`src/rtl/phase_controller_if.sv`:
```
// Signal bundle between the phase controller and its environment: the tick
// strobe, per-approach green requests, and the registered lamp/phase outputs.
interface phase_controller_if;
  logic       tick;
  logic [7:0] TGn, TGe, TGs, TGw;
  logic [1:0] next_road;
  logic [1:0] cur_road;
  logic [2:0] light_n, light_e, light_s, light_w;
  logic [7:0] remaining;
  logic       phase_start;

  modport master (
    output tick, TGn, TGe, TGs, TGw,
    input  next_road, cur_road, light_n, light_e, light_s, light_w,
           remaining, phase_start
  );

  modport slave (
    input  tick, TGn, TGe, TGs, TGw,
    output next_road, cur_road, light_n, light_e, light_s, light_w,
           remaining, phase_start
  );
endinterface

```
`src/rtl/phase_controller.sv`:
```
// Round-robin four-approach signal controller: ALLRED -> GREEN -> YELLOW,
// countdowns advancing on the tick strobe, green time clamped to [MIN_G, MAX_G].
module phase_controller #(
  parameter int T_Y   = 3,
  parameter int T_AR  = 1,
  parameter int MIN_G = 5,
  parameter int MAX_G = 60
) (
  input  logic             clk,
  input  logic             reset,
  phase_controller_if.slave bus
);
  typedef enum logic [1:0] {ALLRED = 2'd0, GREEN = 2'd1, YELLOW = 2'd2} state_t;

  localparam logic [2:0] LAMP_R = 3'b100;
  localparam logic [2:0] LAMP_Y = 3'b010;
  localparam logic [2:0] LAMP_G = 3'b001;

  state_t           state, state_d;
  logic [7:0]       rem_q, rem_d;
  logic [1:0]       cur_q, cur_d;
  logic [1:0]       nxt_q, nxt_d;
  logic             ps_q, ps_d;
  logic [3:0][2:0]  lamp_q, lamp_d;
  logic [7:0]       tg_sel, tg_clamped;

  // Green time is taken for the road about to be served, i.e. the current next_road.
  always_comb begin
    tg_sel = bus.TGn;
    case (nxt_q)
      2'd0: tg_sel = bus.TGn;
      2'd1: tg_sel = bus.TGe;
      2'd2: tg_sel = bus.TGs;
      2'd3: tg_sel = bus.TGw;
      default: tg_sel = bus.TGn;
    endcase
    if (tg_sel < 8'(MIN_G))      tg_clamped = 8'(MIN_G);
    else if (tg_sel > 8'(MAX_G)) tg_clamped = 8'(MAX_G);
    else                         tg_clamped = tg_sel;
  end

  always_ff @(posedge clk) begin
    if (reset) begin
      state  <= ALLRED;
      rem_q  <= 8'(T_AR);
      cur_q  <= 2'd3;
      nxt_q  <= 2'd0;
      ps_q   <= 1'b0;
      lamp_q <= {4{LAMP_R}};
    end else begin
      state  <= state_d;
      rem_q  <= rem_d;
      cur_q  <= cur_d;
      nxt_q  <= nxt_d;
      ps_q   <= ps_d;
      lamp_q <= lamp_d;
    end
  end

  always_comb begin
    state_d = state;
    rem_d   = rem_q;
    cur_d   = cur_q;
    nxt_d   = nxt_q;
    ps_d    = 1'b0;
    if (bus.tick) begin
      if (rem_q <= 8'd1) begin
        case (state)
          ALLRED: begin
            state_d = GREEN;
            cur_d   = nxt_q;
            nxt_d   = nxt_q + 2'd1;
            rem_d   = tg_clamped;
            ps_d    = 1'b1;
          end
          GREEN: begin
            state_d = YELLOW;
            rem_d   = 8'(T_Y);
          end
          YELLOW: begin
            state_d = ALLRED;
            rem_d   = 8'(T_AR);
          end
          default: begin
            state_d = ALLRED;
            rem_d   = 8'(T_AR);
          end
        endcase
      end else begin
        rem_d = rem_q - 8'd1;
      end
    end
  end

  // Lamps are decoded from the next state so they register in step with it.
  always_comb begin
    lamp_d = {4{LAMP_R}};
    case (state_d)
      GREEN:   lamp_d[cur_d] = LAMP_G;
      YELLOW:  lamp_d[cur_d] = LAMP_Y;
      default: lamp_d = {4{LAMP_R}};
    endcase
  end

  assign bus.remaining   = rem_q;
  assign bus.cur_road    = cur_q;
  assign bus.next_road   = nxt_q;
  assign bus.phase_start = ps_q;
  assign bus.light_n     = lamp_q[0];
  assign bus.light_e     = lamp_q[1];
  assign bus.light_s     = lamp_q[2];
  assign bus.light_w     = lamp_q[3];
endmodule

```
`src/flat_wrapper.sv`:
```
// flat-port wrapper written by rule: the top's interface ports become plain ports
module phase_controller_flat 
#(
  parameter int T_Y   = 3,
  parameter int T_AR  = 1,
  parameter int MIN_G = 5,
  parameter int MAX_G = 60
)
  (clk, reset, bus_tick, bus_TGn, bus_TGe, bus_TGs, bus_TGw, bus_next_road, bus_cur_road, bus_light_n, bus_light_e, bus_light_s, bus_light_w, bus_remaining, bus_phase_start);
  phase_controller_if bus_i ();
  input  logic clk;
  input  logic reset;
  input wire logic [$bits(bus_i.tick)-1:0] bus_tick;
  input wire logic [$bits(bus_i.TGn)-1:0] bus_TGn;
  input wire logic [$bits(bus_i.TGe)-1:0] bus_TGe;
  input wire logic [$bits(bus_i.TGs)-1:0] bus_TGs;
  input wire logic [$bits(bus_i.TGw)-1:0] bus_TGw;
  output wire logic [$bits(bus_i.next_road)-1:0] bus_next_road;
  output wire logic [$bits(bus_i.cur_road)-1:0] bus_cur_road;
  output wire logic [$bits(bus_i.light_n)-1:0] bus_light_n;
  output wire logic [$bits(bus_i.light_e)-1:0] bus_light_e;
  output wire logic [$bits(bus_i.light_s)-1:0] bus_light_s;
  output wire logic [$bits(bus_i.light_w)-1:0] bus_light_w;
  output wire logic [$bits(bus_i.remaining)-1:0] bus_remaining;
  output wire logic [$bits(bus_i.phase_start)-1:0] bus_phase_start;
  assign bus_i.tick = bus_tick;
  assign bus_i.TGn = bus_TGn;
  assign bus_i.TGe = bus_TGe;
  assign bus_i.TGs = bus_TGs;
  assign bus_i.TGw = bus_TGw;
  assign bus_next_road = bus_i.next_road;
  assign bus_cur_road = bus_i.cur_road;
  assign bus_light_n = bus_i.light_n;
  assign bus_light_e = bus_i.light_e;
  assign bus_light_s = bus_i.light_s;
  assign bus_light_w = bus_i.light_w;
  assign bus_remaining = bus_i.remaining;
  assign bus_phase_start = bus_i.phase_start;
  phase_controller #(.T_Y(T_Y), .T_AR(T_AR), .MIN_G(MIN_G), .MAX_G(MAX_G)) u_core (.clk(clk), .reset(reset), .bus(bus_i));
endmodule
```
`config.mk`:
```
export PLATFORM = sky130hd
export DESIGN_NAME = phase_controller_flat
export DESIGN_NICKNAME = d
export VERILOG_FILES = /design/src/rtl/phase_controller_if.sv /design/src/rtl/phase_controller.sv /design/src/flat_wrapper.sv
export SDC_FILE = /design/constraint.sdc
export NUM_CORES = 1
export LEC_CHECK = 0
export BUFFER_PORTS_ARGS = -buffer_cell sky130_fd_sc_hd__clkbuf_2
export CORE_ASPECT_RATIO = 0.8
export CORE_MARGIN = 5
export CORE_UTILIZATION = 45
export CTS_CLUSTER_SIZE = 10
export DETAILED_ROUTE_END_ITERATION = 12
export GPL_ROUTABILITY_DRIVEN = 0
export PLACE_DENSITY_LB_ADDON = 0.12
export SLEW_MARGIN = 20
export SYNTH_ARGS = -nofsm -noshare
export SYNTH_HDL_FRONTEND = slang
export SYNTH_SLANG_ARGS = --single-unit
```
`constraint.sdc`:
```
create_clock -name clk -period 3.2 [get_ports clk]
set_input_delay 0 -clock clk [delete_from_list [all_inputs] [get_ports clk]]
set_output_delay 0 -clock clk [all_outputs]
set_load 0.02 [all_outputs]
```
==> results of run 1 <==
[cell usage in the layout, fill, tap and decap left out, drive strengths merged, types with 3 or more instances in the layout]
cell,instances
clkbuf,62
nor2,27
dfxtp,27
nand2,16
inv,12
o21ai,11
a21oi,10
ha,8
a211o,6
nor2b,5
mux2i,5
nand3,4
nor3,4
a222oi,3
[power by group]
part           internal, mW  switching [mW]
sequential            0.420           0.101
combinational         0.417           0.598
clock                0.0914           0.113
total                 0.929           0.812
[logic make-up after synthesis]
kind of cell             Yosys count  synth area share [%]
AND/OR/NAND/NOR                   70                  23.1
AO/OA/AOI/OAI                     56                  25.8
flip-flops                        27                  34.6
buffers and inverters             16                  4.97
adder cells (fa/ha/maj)            8                  6.42
multiplexers                       6                  3.93
XOR/XNOR                           2                  1.12
[routing by layer]
layer	up-vias	routed length, µm
met1	744	1790
met3	2	222
met5	-	0
met2	39	1770
li1	799	-
met4	0	14
[registers in the layout (all words and copies together) (netlist names)]
name                    count
u_core.bus.remaining        8
u_core.bus.light_e          3
u_core.bus.light_n          3
u_core.bus.light_s          3
u_core.bus.light_w          3
u_core.bus.cur_road         2
u_core.bus.next_road        2
u_core.state                2
u_core.bus.phase_start      1
[worst max path at each step]
stage               cells past startpoint  slack, ns                     from                     to
detailed placement                     10       0.85  u_core.bus.remaining[0]  u_core.bus.light_w[2]
floorplan                              11       0.78  u_core.bus.remaining[0]  u_core.bus.light_e[2]
global route                           10       0.52  u_core.bus.remaining[0]  u_core.bus.light_w[1]
finish                                 10       0.83  u_core.bus.remaining[0]  u_core.bus.light_w[2]
global placement                       10       0.89  u_core.bus.remaining[0]  u_core.bus.light_s[2]
CTS                                    10       0.84  u_core.bus.remaining[0]  u_core.bus.light_w[2]
[worst register-to-register path, cell delays in order (launching register included)]
cell and delay, ns:
dfxtp_1 0.46, inv_1 0.09, ha_1 0.25, o211a_4 0.27
and3_4 0.22, a21oi_1 0.21, inv_1 0.07, ha_1 0.22
nor2_1 0.10, inv_1 0.09, a211o_1 0.29
[final cells by class]
cell class / count / area (µm²)
clock buffer: 3 / 41.3
inverter: 11 / 41.3
multi-input combinational: 142 / 942
sequential: 27 / 541
timing repair buffer: 60 / 303
fill: 327 / 1450
tap: 42 / 52.6
clock inverter: 1 / 8.76
[metrics by stage]
stage,utilization (%),hold WS [ns],setup slack (ns),area [µm²]
3_3_place_gp,55.7,0.415,0.893,1880
6_report,57.2,0.123,0.827,1930
3_5_place_dp,55.7,0.413,0.846,1880
5_1_grt,57.2,0.158,0.521,1930
4_1_cts,57.2,0.119,0.835,1930
2_1_floorplan,-,0.177,0.783,1560
==> impl_metrics.csv, run 1 <==
group,metric,value,unit
synthesis,avgSynthCellArea,8.43,µm²
cells_and_area,area_delta_synth_final,23.7,%
floorplan,ios,60,
timing,setup_viol,0,
critical_path,timing.rr.end,"u_core.bus.light_w[2]",
worst_hold_path,min_from,"bus_tick",
timing,drv_slew,0,
clocking,cts.clk_slew.worst_paths,0.10,ns
place,hpwl,3.01,mm
grt,grt_pass1_wl,6.68,mm
critical_path,crit_top_cell,"inv_1",
critical_path,startpoint_type,"flop",
clocking,numCtsBuffers,3,
drt,finalWirelength,3.80,mm
grt,grt_pass1_vias,1513,
floorplan,die_w,75.8,µm
drt,wl_per_cell,13.3,µm
run_status,outcome,"finished clean",
grt,grt_use_met2,27.0,%
timing,fin_skew,0.00321,ns
grt,grt-ovfl-total,0,
floorplan,start_util,46.2,%
clocking,postCtsSetupBuffers,0,
critical_path,critPathMaxFanout,10,
cells_and_area,final_cells,286,
synthesis,synth_edf_count,0,
critical_path,path_delay_family,"compound AO/OA/AOI/OAI gates",
drt,routed_via_density,5.54,
grt,grt_max_degree,23,
worst_hold_path,hold_class,"in -> reg",
pwr,p_per_area,902,nW/µm²
floorplan,die-height,62.7,µm
run,drv_cap,0,
timing,rsz0062_at_grt,"no",
critical_path,critPathMaxStageDelay,0.46,ns
synthesis,synth_seq_cells,27,
timing,finalCriticalPeriod,2.37,ns
drt,drc,0,
synthesis,async_reset_ff_share,0,%
clocking,htree_levels,1,
clocking,clk_path_buf_depth,2,
critical_path,crit_buf_inv,3,
cells_and_area,drive_gt1_share,29.1,%
synthesis,syn_nets,228,
synthesis,ys_types,49,
pwr,finalPower,1.74,mW
critical_path,path_cells,"inv_1 -> ha_1 -> o211a_4 -> and3_4 -> a21oi_1 -> inv_1 -> ha_1 -> nor2_1 -> inv_1 -> a211o_1",
floorplan,core-area,3380,µm²
synthesis,ys.flop_type,"dfxtp_1",
timing,finalHoldViolCount,0,
pwr,p_leak,0.887,nW
floorplan,rows,19,
clocking,worstSkewPairLatency,0.27,ns
critical_path,crit_type,"reg -> reg",
synthesis,yosys.area.top_type,"dfxtp_1",
grt,grtUsageMet3,4.18,%
synthesis,synthCells,185,
timing,slew_headroom,65.6,%
grt,antenna_found_initial,0,
critical_path,cp.arrival,2.55,ns
cells_and_area,diodes,0,
timing,worst-slew-pin-transition,0.514,ns
critical_path,cp_slowest_cell,"dfxtp_1",
drt,ant_nets,0,
synthesis,yosys_warnings,0,
grt,top_usage_layer,"met2",
place,io_buffers,59,
critical_path,ff2ff_path_depth,10,
timing,tns,0,ns
synthesis,yosys-top-cells-area,"dfxtp_1 (35%), nor2_1 (6.5%), ha_1 (6.4%)",
critical_path,cp.required,3.38,ns
timing,max_freq,421,MHz
synthesis,synth_common_cells,"dfxtp_1 (27), nor2_1 (27), nand2_1 (16), inv_1 (11), o21ai_0 (11)",
cells_and_area,nets,288,
critical_path,reg2reg_from,"u_core.bus.remaining[0]",
drt,drtIter0Drc,125,
critical_path,r2r_setup_slack,0.83,ns
synthesis,synth_area,1560,µm²
pwr,ir_worst_vdd,0.000516,V
drt,vias,1584,
clocking,cts_tree,"yes",
clocking,ctsResizeCount,0,
drt,dr.pass1.iters,5,
clocking,root_buffer,"clkbuf_8",
clocking,clock-sinks,27,
grt,use_met1,24.6,%
grt,grt_usage,17.3,%
synthesis,seq_area_frac_synth,34.6,%
place,dp.cells,282,
floorplan,dieArea,4750,µm²
critical_path,worstSetupEndpointType,"flop",
clocking,cts_hold_buf,0,
timing,fin_crit_sh,74.1,%
worst_hold_path,hold_depth,3,
worst_hold_path,hold_end,"u_core.bus.phase_start",
synthesis,netlist.area_leader.share,34.6,%
(Power assumes the default switching activity.)
==> run 2: changes to the inputs <==
Settings changed: CORE_UTILIZATION 45 to 44.
Clock period 3.2 ns to 2 ns, I/O delays scaled along.
==> impl_metrics.csv, run 2 (synthesis gave the netlist of run 1 again) <==
group,metric,value,unit
place,dpl_cell_area,2130,µm²
floorplan,ios,60,
worst_hold_path,hold_class,"in -> reg",
clocking,cts_hold_buf,0,
critical_path,crit_type,"reg -> reg",
pwr,p_leak,1.02,nW
run,drv_cap,0,
pwr,finalPower,3.51,mW
clocking,htree_levels,1,
drt,dr.pass1.iters,6,
grt,grt_usage,18.5,%
pwr,ir_worst_vdd,0.000965,V
place,post-place-ws,-0.0261,ns
cells_and_area,multi_input_area,1060,µm²
timing,rsz0062_at_grt,"yes",
timing,max_freq,503,MHz
cells_and_area,mostFrequentLayoutCell,"clkbuf_2",
grt,grt_pass1_vias,1680,
timing,slew_headroom,72.7,%
clocking,numCtsBuffers,3,
clocking,cts_tree,"yes",
floorplan,core-area,3420,µm²
floorplan,rows,19,
timing,layout_setup_ws,0.0131,ns
place,io_buffers,59,
grt,grt_max_degree,22,
grt,grt_pass1_wl,7.63,mm
cells_and_area,area_delta_synth_final,45.9,%
floorplan,start_util,45.6,%
drt,vias,1736,
grt,grt-ovfl-total,0,
drt,finalWirelength,4.46,mm
clocking,clk_path_buf_depth,2,
cells_and_area,final_cell_mix,"clkbuf_2 (59), buf_4 (27), nor2_1 (23)",
cells_and_area,fillers,303,
cells_and_area,seq_area,557,µm²
floorplan,dieArea,4840,µm²
clocking,cts.clk_slew.worst_paths,0.10,ns
timing,tns,0,ns
clocking,clock-sinks,27,
drt,drtIter0Drc,153,
critical_path,cp.required,2.17,ns
floorplan,die_w,76.6,µm
place,hpwl,3.48,mm
cells_and_area,diodes,0,
grt,antenna_found_initial,0,
cells_and_area,drive_gt1_share,48.0,%
timing,finalHoldViolCount,0,
drt,drc,0,
critical_path,cp.arrival,2.16,ns
critical_path,critPathMaxFanout,4,
timing,fin_skew,0.00229,ns
cells_and_area,largest_reg_flops,8,
floorplan,die-height,63.3,µm
critical_path,r2r_setup_slack,0.01,ns
drt,wl_per_cell,14.3,µm
clocking,worstSkewPairLatency,0.27,ns
drt,ant_nets,0,
timing,finalCriticalPeriod,1.99,ns
critical_path,worstSetupEndpointType,"flop",
timing,fin_crit_sh,99.3,%
timing,whs,0.116,ns
cells_and_area,nets,315,
run_status,outcome,"finished clean",
drt,routed_via_density,5.55,
timing,worst-slew-pin-transition,0.410,ns
critical_path,startpoint_type,"flop",
timing,setup_viol,0,
pwr,p_per_area,1540,nW/µm²
timing,drv_slew,0,
cells_and_area,final_area,2280,µm²
clocking,root_buffer,"clkbuf_8",
-- run 2: cell count changes in the layout (fill, tap and decap cells not counted), moves of 4 or more --
cell     change
buf_4       +26
ha_1         -8
ha_2         +5
inv_2        +4
dfxtp_2      +4
nor2_1       -4
dfxtp_1      -7
inv_1        -5
-- run 2: area by class of cell --
class                   instances  share of cell area [%]
multi-input cells             142                    46.7
flip-flops and latches         27                    24.5
repair buffers                 87                    22.4
well taps                      42                    2.31
inverters                      11                    1.92
clock buffers                   3                    1.81
clock inverters                 1                   0.385
-- run 2: routing by layer --
metal  wire, µm  GRT usage (%)  up-vias
li1           -              -      852
met3        317           4.42        2
met5          0              0        -
met2       2230           31.8       52
met4          4           2.18        0
met1       1910           24.1      830
-- run 2: worst paths after layout --
| check | start | endpoint | cells after the start |
|---|---|---|---|
| worst max-delay path | u_core.bus.remaining[5] | u_core.bus.light_w[2] | 9 |
| worst max register to register | u_core.bus.remaining[5] | u_core.bus.light_w[2] | 9 |
| worst min-delay path | reset | u_core.bus.remaining[1] | 3 |
| worst min register to register | u_core.bus.cur_road[1] | u_core.bus.cur_road[1] | 2 |
-- run 2: where the power goes --
part           switching (mW)  leakage [nW]  internal (mW)
logic                    1.25         0.772           1.12
clock network           0.182        0.0261          0.146
registers               0.123         0.224          0.688
-- run 2: critical path, cell delays in order (launching register included) --
cell     delay, ns
dfxtp_4       0.37
nor4_4        0.31
o211a_4       0.24
nand2_4       0.07
mux2i_4       0.20
buf_6         0.14
ha_4          0.16
nor2_4        0.09
inv_2         0.05
a211o_1       0.25
-- run 2: timing repair --
item,4_1_cts,5_1_grt
endpoints found under the setup margin,11,17
setup buffers,0,1
pin swaps,2,15
resized for setup,3,25
-- run 2: stage by stage --
step           cells  utilization [%]
3_5_place_dp     308             62.1
3_3_place_gp     308             62.1
2_1_floorplan    185                -
6_report         313             66.5
5_1_grt          313             66.5
4_1_cts          312             64.1
==> run 3: changes to the inputs <==
Settings changed: RECOVER_POWER set to 50.
==> impl_metrics.csv, run 3 (synthesis gave the netlist of run 1 again) <==
group,metric,value,unit
run_status,outcome,"finished clean",
grt,antenna_found_initial,0,
timing,finalHoldViolCount,0,
cells_and_area,nets,315,
timing,drv_slew,0,
clocking,numCtsBuffers,3,
critical_path,path_cells,"nor4_4 -> o211a_4 -> nand2_4 -> mux2i_4 -> buf_6 -> ha_4 -> nor2_4 -> inv_2 -> a211o_1",
pwr,finalPower,3.49,mW
worst_hold_path,hold_end,"u_core.bus.remaining[1]",
clocking,clock-sinks,27,
cells_and_area,multi_input_area,1060,µm²
grt,grt-ovfl-total,0,
worst_hold_path,min_from,"reset",
grt,grt_max_degree,22,
critical_path,cp.arrival,2.16,ns
floorplan,start_util,45.6,%
timing,slew_headroom,72.8,%
floorplan,dieArea,4840,µm²
timing,finalCriticalPeriod,1.99,ns
worst_hold_path,hold_class,"in -> reg",
cells_and_area,final_cell_mix,"clkbuf_2 (38), buf_4 (27), nor2_1 (23)",
drt,finalWirelength,4.45,mm
clocking,cts.clk_slew.worst_paths,0.10,ns
critical_path,cp_slowest_cell,"dfxtp_4",
cells_and_area,largest_reg_flops,8,
floorplan,die_w,76.6,µm
clocking,clk_path_buf_depth,2,
timing,whs,0.115,ns
critical_path,worstSetupEndpointType,"flop",
timing,fin_skew,0.00180,ns
run,drv_cap,0,
cells_and_area,fillers,315,
clocking,root_buffer,"clkbuf_8",
drt,routed_via_density,5.54,
timing,fin_crit_sh,99.3,%
timing,setup_viol,0,
clocking,cts_tree,"yes",
floorplan,rows,19,
cells_and_area,drive_gt1_share,40.2,%
cells_and_area,diodes,0,
floorplan,core-area,3420,µm²
drt,drtIter0Drc,156,
drt,ant_nets,0,
cells_and_area,seq_area,557,µm²
floorplan,ios,60,
place,io_buffers,59,
drt,drc,0,
cells_and_area,mostFrequentLayoutCell,"clkbuf_2",
clocking,htree_levels,1,
critical_path,critPathMaxFanout,4,
critical_path,r2r_setup_slack,0.01,ns
grt,grt_usage,18.5,%
pwr,p_leak,0.956,nW
critical_path,ff2ff_path_depth,9,
timing,rsz0062_at_grt,"yes",
critical_path,startpoint_type,"flop",
pwr,p_per_area,1550,nW/µm²
drt,dr.pass1.iters,5,
place,hpwl,3.48,mm
floorplan,die-height,63.3,µm
timing,tns,0,ns
grt,grt_pass1_vias,1680,
critical_path,crit_type,"reg -> reg",
critical_path,reg2reg_from,"u_core.bus.remaining[5]",
pwr,ir_worst_vdd,0.000964,V
cells_and_area,area_delta_synth_final,44.2,%
timing,max_freq,504,MHz
grt,grt_pass1_wl,7.63,mm
drt,wl_per_cell,14.2,µm
timing,worst-slew-pin-transition,0.407,ns
critical_path,timing.rr.end,"u_core.bus.light_w[2]",
worst_hold_path,hold_depth,3,
critical_path,cp.required,2.17,ns
drt,vias,1735,
clocking,worstSkewPairLatency,0.27,ns
critical_path,critPathMaxStageDelay,0.37,ns
-- run 3: changes by cell type in the layout (fill, tap and decap cells not counted) --
| cell | delta |
|---|---|
| clkbuf_1 | +21 |
| clkbuf_2 | -21 |
-- run 3: stage by stage --
| stage | area (µm²) | worst slack, ns | utilization [%] | cells |
|---|---|---|---|---|
| 5_1_grt | 2250 | -0.0806 | 65.7 | 313 |
| 4_1_cts | 2190 | 0.00325 | 64.1 | 312 |
| 3_3_place_gp | 2130 | -0.00512 | 62.1 | 308 |
| 2_1_floorplan | 1610 | -0.0508 | - | 185 |
| 6_report | 2250 | 0.0142 | 65.7 | 313 |
| 3_5_place_dp | 2130 | -0.0261 | 62.1 | 308 |
-- run 3: worst max path at each step --
stage	cells past startpoint	slack (ns)	start	endpoint
finish	9	0.01	u_core.bus.remaining[5]	u_core.bus.light_w[2]
global route	9	-0.08	u_core.bus.remaining[5]	u_core.bus.light_s[2]
CTS	7	0.003	u_core.bus.next_road[1]	u_core.bus.remaining[1]
detailed placement	10	-0.03	u_core.bus.remaining[0]	u_core.bus.light_e[1]
global placement	10	-0.005	u_core.bus.remaining[0]	u_core.bus.light_e[1]
floorplan	11	-0.05	u_core.bus.remaining[0]	u_core.bus.light_e[2]
-- run 3: routing by layer --
layer  track usage (%)  wire length, µm  up-vias
met3              4.42              263        2
met5                 0                0        -
met4              2.18                4        0
met1              24.1             1960      838
li1                  -                -      851
met2              31.8             2220       44
-- run 3: critical path, delay by kind of cell (launching register included) --
family | cells | cell delay, ns
fa+ha+maj | 1 | 0.16
buf+inv | 2 | 0.19
simple gates | 3 | 0.47
compound gates | 2 | 0.49
flops | 1 | 0.37
mux | 1 | 0.20
-- run 3: timing repair --
action	in CTS	in global routing
hold buffers	0	0
buffers inserted	0	1
endpoints found under the setup margin	11	17
resized for setup	3	25
pin swaps	2	15
-- run 3: power breakdown --
part           internal [mW]  leakage (nW)  switching, mW  total (mW)
registers              0.688         0.224          0.123       0.811
clock network          0.146        0.0261          0.182       0.328
logic                   1.10         0.706           1.25        2.35
total                   1.93         0.956           1.55        3.49
-- run 3: area by class of cell --
type                    count  share of cell area, %
clock buffers               3                   1.84
inverters                  11                   1.95
multi-input cells         142                   47.3
flip-flops and latches     27                   24.7
repair buffers             87                   21.5
clock inverters             1                  0.389
well taps                  42                   2.34
